<file path="src/rtl/fifo_pkg.sv">
// Shared defaults and the read-client state type for the team's synchronous FIFO.
package fifo_pkg;

    localparam int FIFO_WIDTH     = 16;
    localparam int FIFO_BUF_DEPTH = 2;

    typedef enum logic {
        S_IDLE,
        S_CAPT
    } rd_state_t;

    // Occupancy counters need one extra bit so a full buffer is distinguishable from empty.
    function automatic int occ_width(input int depth);
        return $clog2(depth) + 1;
    endfunction

endpackage

</file>
<file path="src/rtl/fifo_reader_buf.sv">
// Small circular output buffer for fifo_reader: push at the tail, pop at the head.
module fifo_reader_buf
    import fifo_pkg::*;
#(
    parameter int WIDTH = FIFO_WIDTH,
    parameter int DEPTH = FIFO_BUF_DEPTH
) (
    input  logic                        clk,
    input  logic                        rst_,
    input  logic                        i_push,
    input  logic [WIDTH-1:0]            i_push_data,
    input  logic                        i_pop,
    output logic [occ_width(DEPTH)-1:0] o_occ,
    output logic [WIDTH-1:0]            o_head
);

    localparam int PTR_W = $clog2(DEPTH);
    localparam int OCC_W = occ_width(DEPTH);

    logic [WIDTH-1:0] r_mem [DEPTH];
    logic [PTR_W-1:0] r_wr_ptr;
    logic [PTR_W-1:0] r_rd_ptr;
    logic [OCC_W-1:0] r_occ;
    logic             w_pop;

    assign w_pop = i_pop && (r_occ != '0);

    // NOTE: state updates use <= so every flop samples pre-edge values, independent of block order.
    always_ff @(posedge clk or negedge rst_) begin
        if (!rst_) begin
            r_wr_ptr <= '0;
            r_rd_ptr <= '0;
            r_occ    <= '0;
        end else begin
            if (i_push) r_wr_ptr <= r_wr_ptr + PTR_W'(1);
            if (w_pop)  r_rd_ptr <= r_rd_ptr + PTR_W'(1);
            case ({i_push, w_pop})
                2'b10:   r_occ <= r_occ + OCC_W'(1);
                2'b01:   r_occ <= r_occ - OCC_W'(1);
                default: r_occ <= r_occ;
            endcase
        end
    end

    // NOTE: storage is deliberately not reset; o_head is forced to zero while empty instead.
    always_ff @(posedge clk) begin
        if (i_push) r_mem[r_wr_ptr] <= i_push_data;
    end

    assign o_occ  = r_occ;
    assign o_head = (r_occ != '0) ? r_mem[r_rd_ptr] : '0;

endmodule

</file>
<file path="src/rtl/fifo_reader.sv">
// Read-side client of the synchronous FIFO; re-presents popped words on a valid/ready stream.
// Define FIFO_READER_CNT_EN to add the 16-bit rd_count delivery counter port.
module fifo_reader
    import fifo_pkg::*;
#(
    parameter int WIDTH     = FIFO_WIDTH,
    parameter int BUF_DEPTH = FIFO_BUF_DEPTH
) (
    input  logic             clk,
    input  logic             rst_,
    output logic             fifo_read,
    input  logic             fifo_empty,
    input  logic             fifo_full,
    input  logic             fifo_write,
    input  logic [WIDTH-1:0] fifo_data_out,
    output logic             out_valid,
    input  logic             out_ready,
    output logic [WIDTH-1:0] out_data
`ifdef FIFO_READER_CNT_EN
    ,
    output logic [15:0]      rd_count
`endif
);

    localparam int OCC_W = occ_width(BUF_DEPTH);
    localparam int CRD_W = OCC_W + 1;

    rd_state_t        r_state;
    logic [OCC_W-1:0] w_occ;
    logic [CRD_W-1:0] w_credit;
    logic             w_capture;
    logic             w_deq;
    logic             w_pop_ok;

    assign w_capture = (r_state == S_CAPT);
    assign w_deq     = out_valid && out_ready;

    // Slots committed after this edge: stored words plus the one in flight, minus the one leaving.
    assign w_credit  = CRD_W'(w_occ) + CRD_W'(w_capture) - CRD_W'(w_deq);
    assign fifo_read = !fifo_empty && (w_credit < CRD_W'(BUF_DEPTH));

    // The FIFO silently drops a read that coincides with an unblocked write.
    assign w_pop_ok  = fifo_read && !fifo_empty && !(fifo_write && !fifo_full);

    always_ff @(posedge clk or negedge rst_) begin
        if (!rst_) begin
            r_state <= S_IDLE;
        end else begin
            case (r_state)
                S_IDLE:  r_state <= w_pop_ok ? S_CAPT : S_IDLE;
                S_CAPT:  r_state <= w_pop_ok ? S_CAPT : S_IDLE;
                default: r_state <= S_IDLE;
            endcase
        end
    end

    fifo_reader_buf #(
        .WIDTH (WIDTH),
        .DEPTH (BUF_DEPTH)
    ) u_buf (
        .clk         (clk),
        .rst_        (rst_),
        .i_push      (w_capture),
        .i_push_data (fifo_data_out),
        .i_pop       (w_deq),
        .o_occ       (w_occ),
        .o_head      (out_data)
    );

    assign out_valid = (w_occ != '0);

`ifdef FIFO_READER_CNT_EN
    logic [15:0] r_rd_count;

    always_ff @(posedge clk or negedge rst_) begin
        if (!rst_)      r_rd_count <= 16'd0;
        else if (w_deq) r_rd_count <= r_rd_count + 16'd1;
    end

    assign rd_count = r_rd_count;
`endif

    a_no_overflow: assert property (@(posedge clk) disable iff (!rst_)
        !(w_capture && (w_occ == OCC_W'(BUF_DEPTH)) && !w_deq));

endmodule

</file>
<file path="config.mk">
export PLATFORM = sky130hd
export DESIGN_NAME = fifo_reader
export DESIGN_NICKNAME = d
export VERILOG_FILES = /design/src/rtl/fifo_pkg.sv /design/src/rtl/fifo_reader_buf.sv /design/src/rtl/fifo_reader.sv
export SDC_FILE = /design/constraint.sdc
export NUM_CORES = 1
export LEC_CHECK = 0
export ABC_AREA = 1
export CORE_MARGIN = 1.5
export CORE_UTILIZATION = 48
export DETAILED_ROUTE_END_ITERATION = 6
export GPL_ROUTABILITY_DRIVEN = 0
export PLACE_DENSITY_LB_ADDON = 0.15
export SLEW_MARGIN = 40
export SYNTH_ARGS = -nofsm -noshare
export SYNTH_HDL_FRONTEND = slang
export SYNTH_SLANG_ARGS = --single-unit
</file>
<file path="constraint.sdc">
create_clock -name clk -period 3.2 [get_ports clk]
set_clock_uncertainty 0.05 [all_clocks]
set_input_delay 0.64 -clock clk [delete_from_list [all_inputs] [get_ports clk]]
set_output_delay 0.64 -clock clk [all_outputs]
set_load 0.005 [all_outputs]
</file>
# After elaboration in Yosys (flattened, before gate mapping)
# Memories as Yosys holds them, arrays and structs flattened.
# Cells that the tools add are included.
# classes
n_addsub,6
n_lt_le_gt_ge,1
n_eq_ne,2
muxes,5
reduce_logical,11
# op_table
op,n
$mux W16,1
$logic_and A1 B1 Y1,6
$pmux W2 S2,1
$reduce_bool A2 Y1,2
$add A2 B1 Y3,1
$logic_not A1 Y1,3
$lt A3 B2 Y1 const B,1
$mux W1,3
$sub A3 B1 Y3,1
$add A1 B1 Y1 const B,2
$add A2 B1 Y2 const B,1
$eq A2 B1 Y1 const B,1
$eq A2 B2 Y1 const B,1
$sub A2 B1 Y2 const B,1
# word_totals
register_bits,5
mem_bits_rw,32
inputBits,22
wordCells,30
n_memories,1
# mem_list
name,depth,width,rd,rd_ports_with_merged_regs,wr,line,text
u_buf.r_mem,2,16,1,0,1,fifo_reader_buf.sv:20,logic [WIDTH-1:0] r_mem [DEPTH];

# Longest topological paths before layout
# Gate-level depths: netlist of run 1.
# depth
ltp_word,8
depth_mapped,9
mapped_depth_nobuf,9

# Modules after synthesis
# From an unflattened synthesis of run 1, not the netlist that was laid out.
# hier_totals
cells_unflattened,131
area_unflattened_um2,1621.6
# by_module_without_submodules
module,instances,cells_per_inst,area_each_um2,seq_area_each_um2
fifo_reader_buf,1,112,1481.4,1061.0
fifo_reader,1,19,140.1,25.0

# Worst setup path before layout of run 1
# OpenSTA, ideal clock, no wires.
# synth_path
path_type,input-to-output
startpoint,in out_ready
endpoint,out fifo_read
t_arrival_ps,2052
required_time_ps,2510
slack_ps,458
path_stages,9
n_path_buf,0
path_cell_list,inv_1 nor2_2 ha_1 or2_2 fa_1 inv_1 nor2_1 nand3_1 inv_1
# synth_via
elab_chain_len,4
# synth_rtl
item,line,text
from (decl),fifo_reader.sv:17,"input logic out_ready,"
$logic_and A1 B1 Y1,fifo_reader.sv:36,assign w_deq = out_valid && out_ready;
$sub A3 B1 Y3,fifo_reader.sv:39,assign w_credit = CRD_W'(w_occ) + CRD_W'(w_capture) - CRD_W'(w_deq);
$lt A3 B2 Y1,fifo_reader.sv:40,assign fifo_read = !fifo_empty && (w_credit < CRD_W'(BUF_DEPTH));
$logic_and A1 B1 Y1,fifo_reader.sv:40,
to (decl),fifo_reader.sv:11,"output logic fifo_read,"
# No other way between the ends.

# Worst setup path in the final report of run 1
# Same ends and word-level chain as after synthesis.

==> results.yml, run 1 <==
clocking:
  clk_latency_ps: 340
  cts_made_buffers: 5
  htree_num_levels: 2
  cts_tree: "done"
  cts_root_buffer: "clkbuf_4"
  cts_hold_buffers: 0
  cts.clk_slew.worst_paths_ps: 110
  clk_path_buf_depth: 2
  clock_sinks: 37
logic_synthesis:
  syn_area_sq_um: 1570
  yosysWarnings: 0
  synth_cell_type_count: 21
  ys_seq_elements: 37
  avgSynthCellArea_sq_um: 12.4
  ys_seq_area_share_pct: 69.0
  synthCells: 127
  synth_fp_nets: 152
timing:
  fin_tns_setup_ps: 0
  fmax_ghz: 0.326
  final-hold-violation-count: 0
  finalSetupViolCount: 0
  grt_setup_unrepaired: "no"
  tightest_slew_ps: 751
  layout_min_cycle_time_ps: 3070
  final.period_utilization_pct: 95.8
  max_slew_margin_pct: 49.7
  finalMaxSlewViolations: 0
global_routing:
  grt_usage_pct: 19.1
  grt_overflow: 0
  grt_pass1_wl_microns: 4840
  antenna_found_initial: 0
  grt_max_degree: 19
  grt_pass1_vias: 1106
pwr:
  share_comb_of_total_power_pct: 46.3
  p_sw_w: 0.000635
  powerDensity_nw_per_um2: 872
  p_leak_nw: 0.805
  p_int_w: 0.00117
  peakVddDrop_v: 0.000559
  p_clk_share_pct: 12.9
  switching_share_pct: 35.2
  seq_power_share_pct: 40.8
critical_path:
  critPathSlowestCell: "fa_1"
  cp_data_required_time_ps: 2510
  crit_chain: "dlygate4sd2_1 > inv_1 > nor2_2 > ha_1 > or2_4 > fa_1 > inv_1 > nor2_1 > nand3_1 > inv_1 > buf_2"
  path_delay_family: "adder cells"
  critPathLaunchType: "input pin"
  crit_top_cell: "inv_1"
  end_kind: "output port"
  crit_buf_inv: 5
  cp_data_arrival_time_ps: 2380
  critical_path_class: "input pin to output port"
  critPathMaxFanout: 2
  cpPeakStageDelay_ps: 520
flow_run:
  cap_viol_max_count: 0
die:
  core_sq_um: 3080
  ios: 40
  die_area_sq_um: 3630
  start_util_pct: 51.1
  num_rows: 20
  die_h_microns: 60.3
  fp.dieW_microns: 60.3
layout:
  antenna_cells: 0
  syn2layout_area_growth_pct: 31.6
  fin_util_pct: 67.3
  nNetsFinal: 200
  layout-drive-gt1-share_pct: 16.5
routing:
  ant_nets: 0
  totalWireLength_microns: 2900
  vias_per_cell: 4.82
  drt-initial-drc-count: 20
  dr_total_vias: 1061
  wl_per_cell_microns: 13.2
  drc: 0
  drtPass1Iterations: 4
place:
  hpwl_microns: 1970
  portBuffers: 39
status:
  status: "completed"
worst_hold_path:
  min_path_type: "input pin to asynchronous set/reset pin"
## power groups by stage
stage	logic, W	clock network (W)	registers, W
after floorplan	0.000484	0	0.000708
after global placement	0.000826	0	0.000741
after detailed placement	0.000850	0	0.000748
after CTS	0.000851	0.000241	0.000737
after global routing	0.000932	0.000257	0.000750
final	0.000836	0.000232	0.000736
## flip-flops by register name, indices dropped and copies added (netlist names)
register        count
r_state             1
u_buf.o_occ         2
u_buf.r_rd_ptr      1
u_buf.r_wr_ptr      1
u_buf.r_mem        32
## path summary, 6_finish.rpt
check                                from        endpoint  slack [ps]  cells after the start
max                             out_ready       fifo_read         130                     11
min                                  rst_  u_buf.o_occ[1]         450                      1
max reg2reg                u_buf.o_occ[1]         r_state         950                     10
min in group clk           u_buf.r_wr_ptr  u_buf.r_wr_ptr         460                      1
max in group asynchronous            rst_  u_buf.r_rd_ptr        2460                      1
min reg2reg                u_buf.r_wr_ptr  u_buf.r_wr_ptr         460                      1
## synth_stat cells
master | count | share of area [%]
nand2_1 | 41 | 9.8
xor2_1 | 1 | 0.56
buf_4 | 1 | 0.48
fa_1 | 1 | 1.3
nand3_1 | 2 | 0.64
xnor2_1 | 1 | 0.56
inv_8 | 1 | 0.72
inv_2 | 2 | 0.48
ha_1 | 2 | 1.6
dfrtp_1 | 5 | 7.9
nor2_4 | 1 | 0.72
nand4_1 | 1 | 0.40
or2_2 | 1 | 0.40
nor2_1 | 4 | 0.95
a21oi_1 | 7 | 2.2
a21oi_2 | 9 | 5.0
inv_1 | 10 | 2.4
o21ai_0 | 1 | 0.32
nor2_2 | 1 | 0.40
buf_6 | 3 | 2.1
edfxtp_1 | 32 | 61
## routing by layer
layer | GRT usage [%] | vias up | routed length (microns)
met5 | 0 | - | 0
met4 | 7.94 | 0 | 37
met3 | 7.36 | 5 | 134
met2 | 32.5 | 25 | 1550
met1 | 21.2 | 515 | 1190
li1 | - | 516 | -
## metrics by stage
stage | power (W) | instances | hold WS [ps] | area, sq um | worst slack (ps)
floorplan | 0.00119 | 127 | 294 | 1570 | 458
global placement | 0.00157 | 212 | 425 | 2020 | -490
detailed placement | 0.00160 | 212 | 432 | 2020 | -517
CTS | 0.00183 | 220 | 454 | 2070 | 117
global route | 0.00194 | 220 | 463 | 2070 | 21.5
finish | 0.00180 | 220 | 451 | 2070 | 134
## cell usage in the layout (no fill, tap or decap)
cell type,instances
nand4_1,1
buf_2,1
a21oi_2,9
nor2_4,1
clkdlybuf4s50_1,37
dfrtp_1,5
nand3_1,2
or2_4,1
clkinv_2,2
inv_8,1
clkbuf_1,1
fa_1,1
ha_1,2
nand2_1,41
nor2_2,1
o21ai_0,1
clkbuf_4,5
nor2_1,4
buf_4,6
xnor2_1,1
edfxtp_1,32
inv_1,10
a21oi_1,7
xor2_1,1
inv_2,2
dlygate4sd2_1,1
## area by class of cell
| type | count | area (sq um) |
|---|---|---|
| clock buffer | 6 | 41.3 |
| clock inverter | 2 | 10.0 |
| fill | 246 | 1010 |
| inverter | 13 | 56.3 |
| multi-input combinational | 73 | 393 |
| sequential | 37 | 1090 |
| tap | 44 | 55.1 |
| timing repair buffer | 45 | 429 |
## what timing repair did
item	CTS	global route
endpoints found under the setup margin	1	0
buffers inserted	0	0
resized for setup	6	0
endpoints found under the hold margin	0	0
## cell families (layout without fill, tap and decap cells)
logic type | after synthesis | count (layout) | synth area share, %
XOR/XNOR | 2 | 2 | 1.11
AO/OA/AOI/OAI | 17 | 17 | 7.55
buffers and inverters | 17 | 66 | 6.20
AND/OR/NAND/NOR | 51 | 51 | 13.3
flip-flops | 37 | 37 | 69.0
adder cells (fa/ha/maj) | 3 | 3 | 2.86
## worst reg2reg max path, stage by stage (launching register included)
cell and delay (ps):
dfrtp_1 440, nor2_4 130, nor2_2 50, ha_1 260, or2_4 230, fa_1 520, inv_1 40, nor2_1 90
nand3_1 90, buf_4 140, nor2_1 120
No activity file was read; power rests on OpenSTA's default activity.
==> run 2, diff against run 1 <==
--- a/config.mk
+++ b/config.mk
@@ -11,7 +11,6 @@
 export DETAILED_ROUTE_END_ITERATION = 6
 export GPL_ROUTABILITY_DRIVEN = 0
 export PLACE_DENSITY_LB_ADDON = 0.15
-export SLEW_MARGIN = 40
 export SYNTH_ARGS = -nofsm -noshare
 export SYNTH_HDL_FRONTEND = slang
 export SYNTH_SLANG_ARGS = --single-unit
==> results of run 2 <==
The final DEF is identical to that of run 1; final timing and power are the same.
==> run 3, diff against run 2 <==
--- a/config.mk
+++ b/config.mk
@@ -8,6 +8,7 @@
 export ABC_AREA = 1
 export CORE_MARGIN = 1.5
 export CORE_UTILIZATION = 48
+export CTS_CLUSTER_DIAMETER = 150
 export DETAILED_ROUTE_END_ITERATION = 6
 export GPL_ROUTABILITY_DRIVEN = 0
 export PLACE_DENSITY_LB_ADDON = 0.15
==> results of run 3 <==
The final DEF is identical to that of run 1; final timing and power are the same.
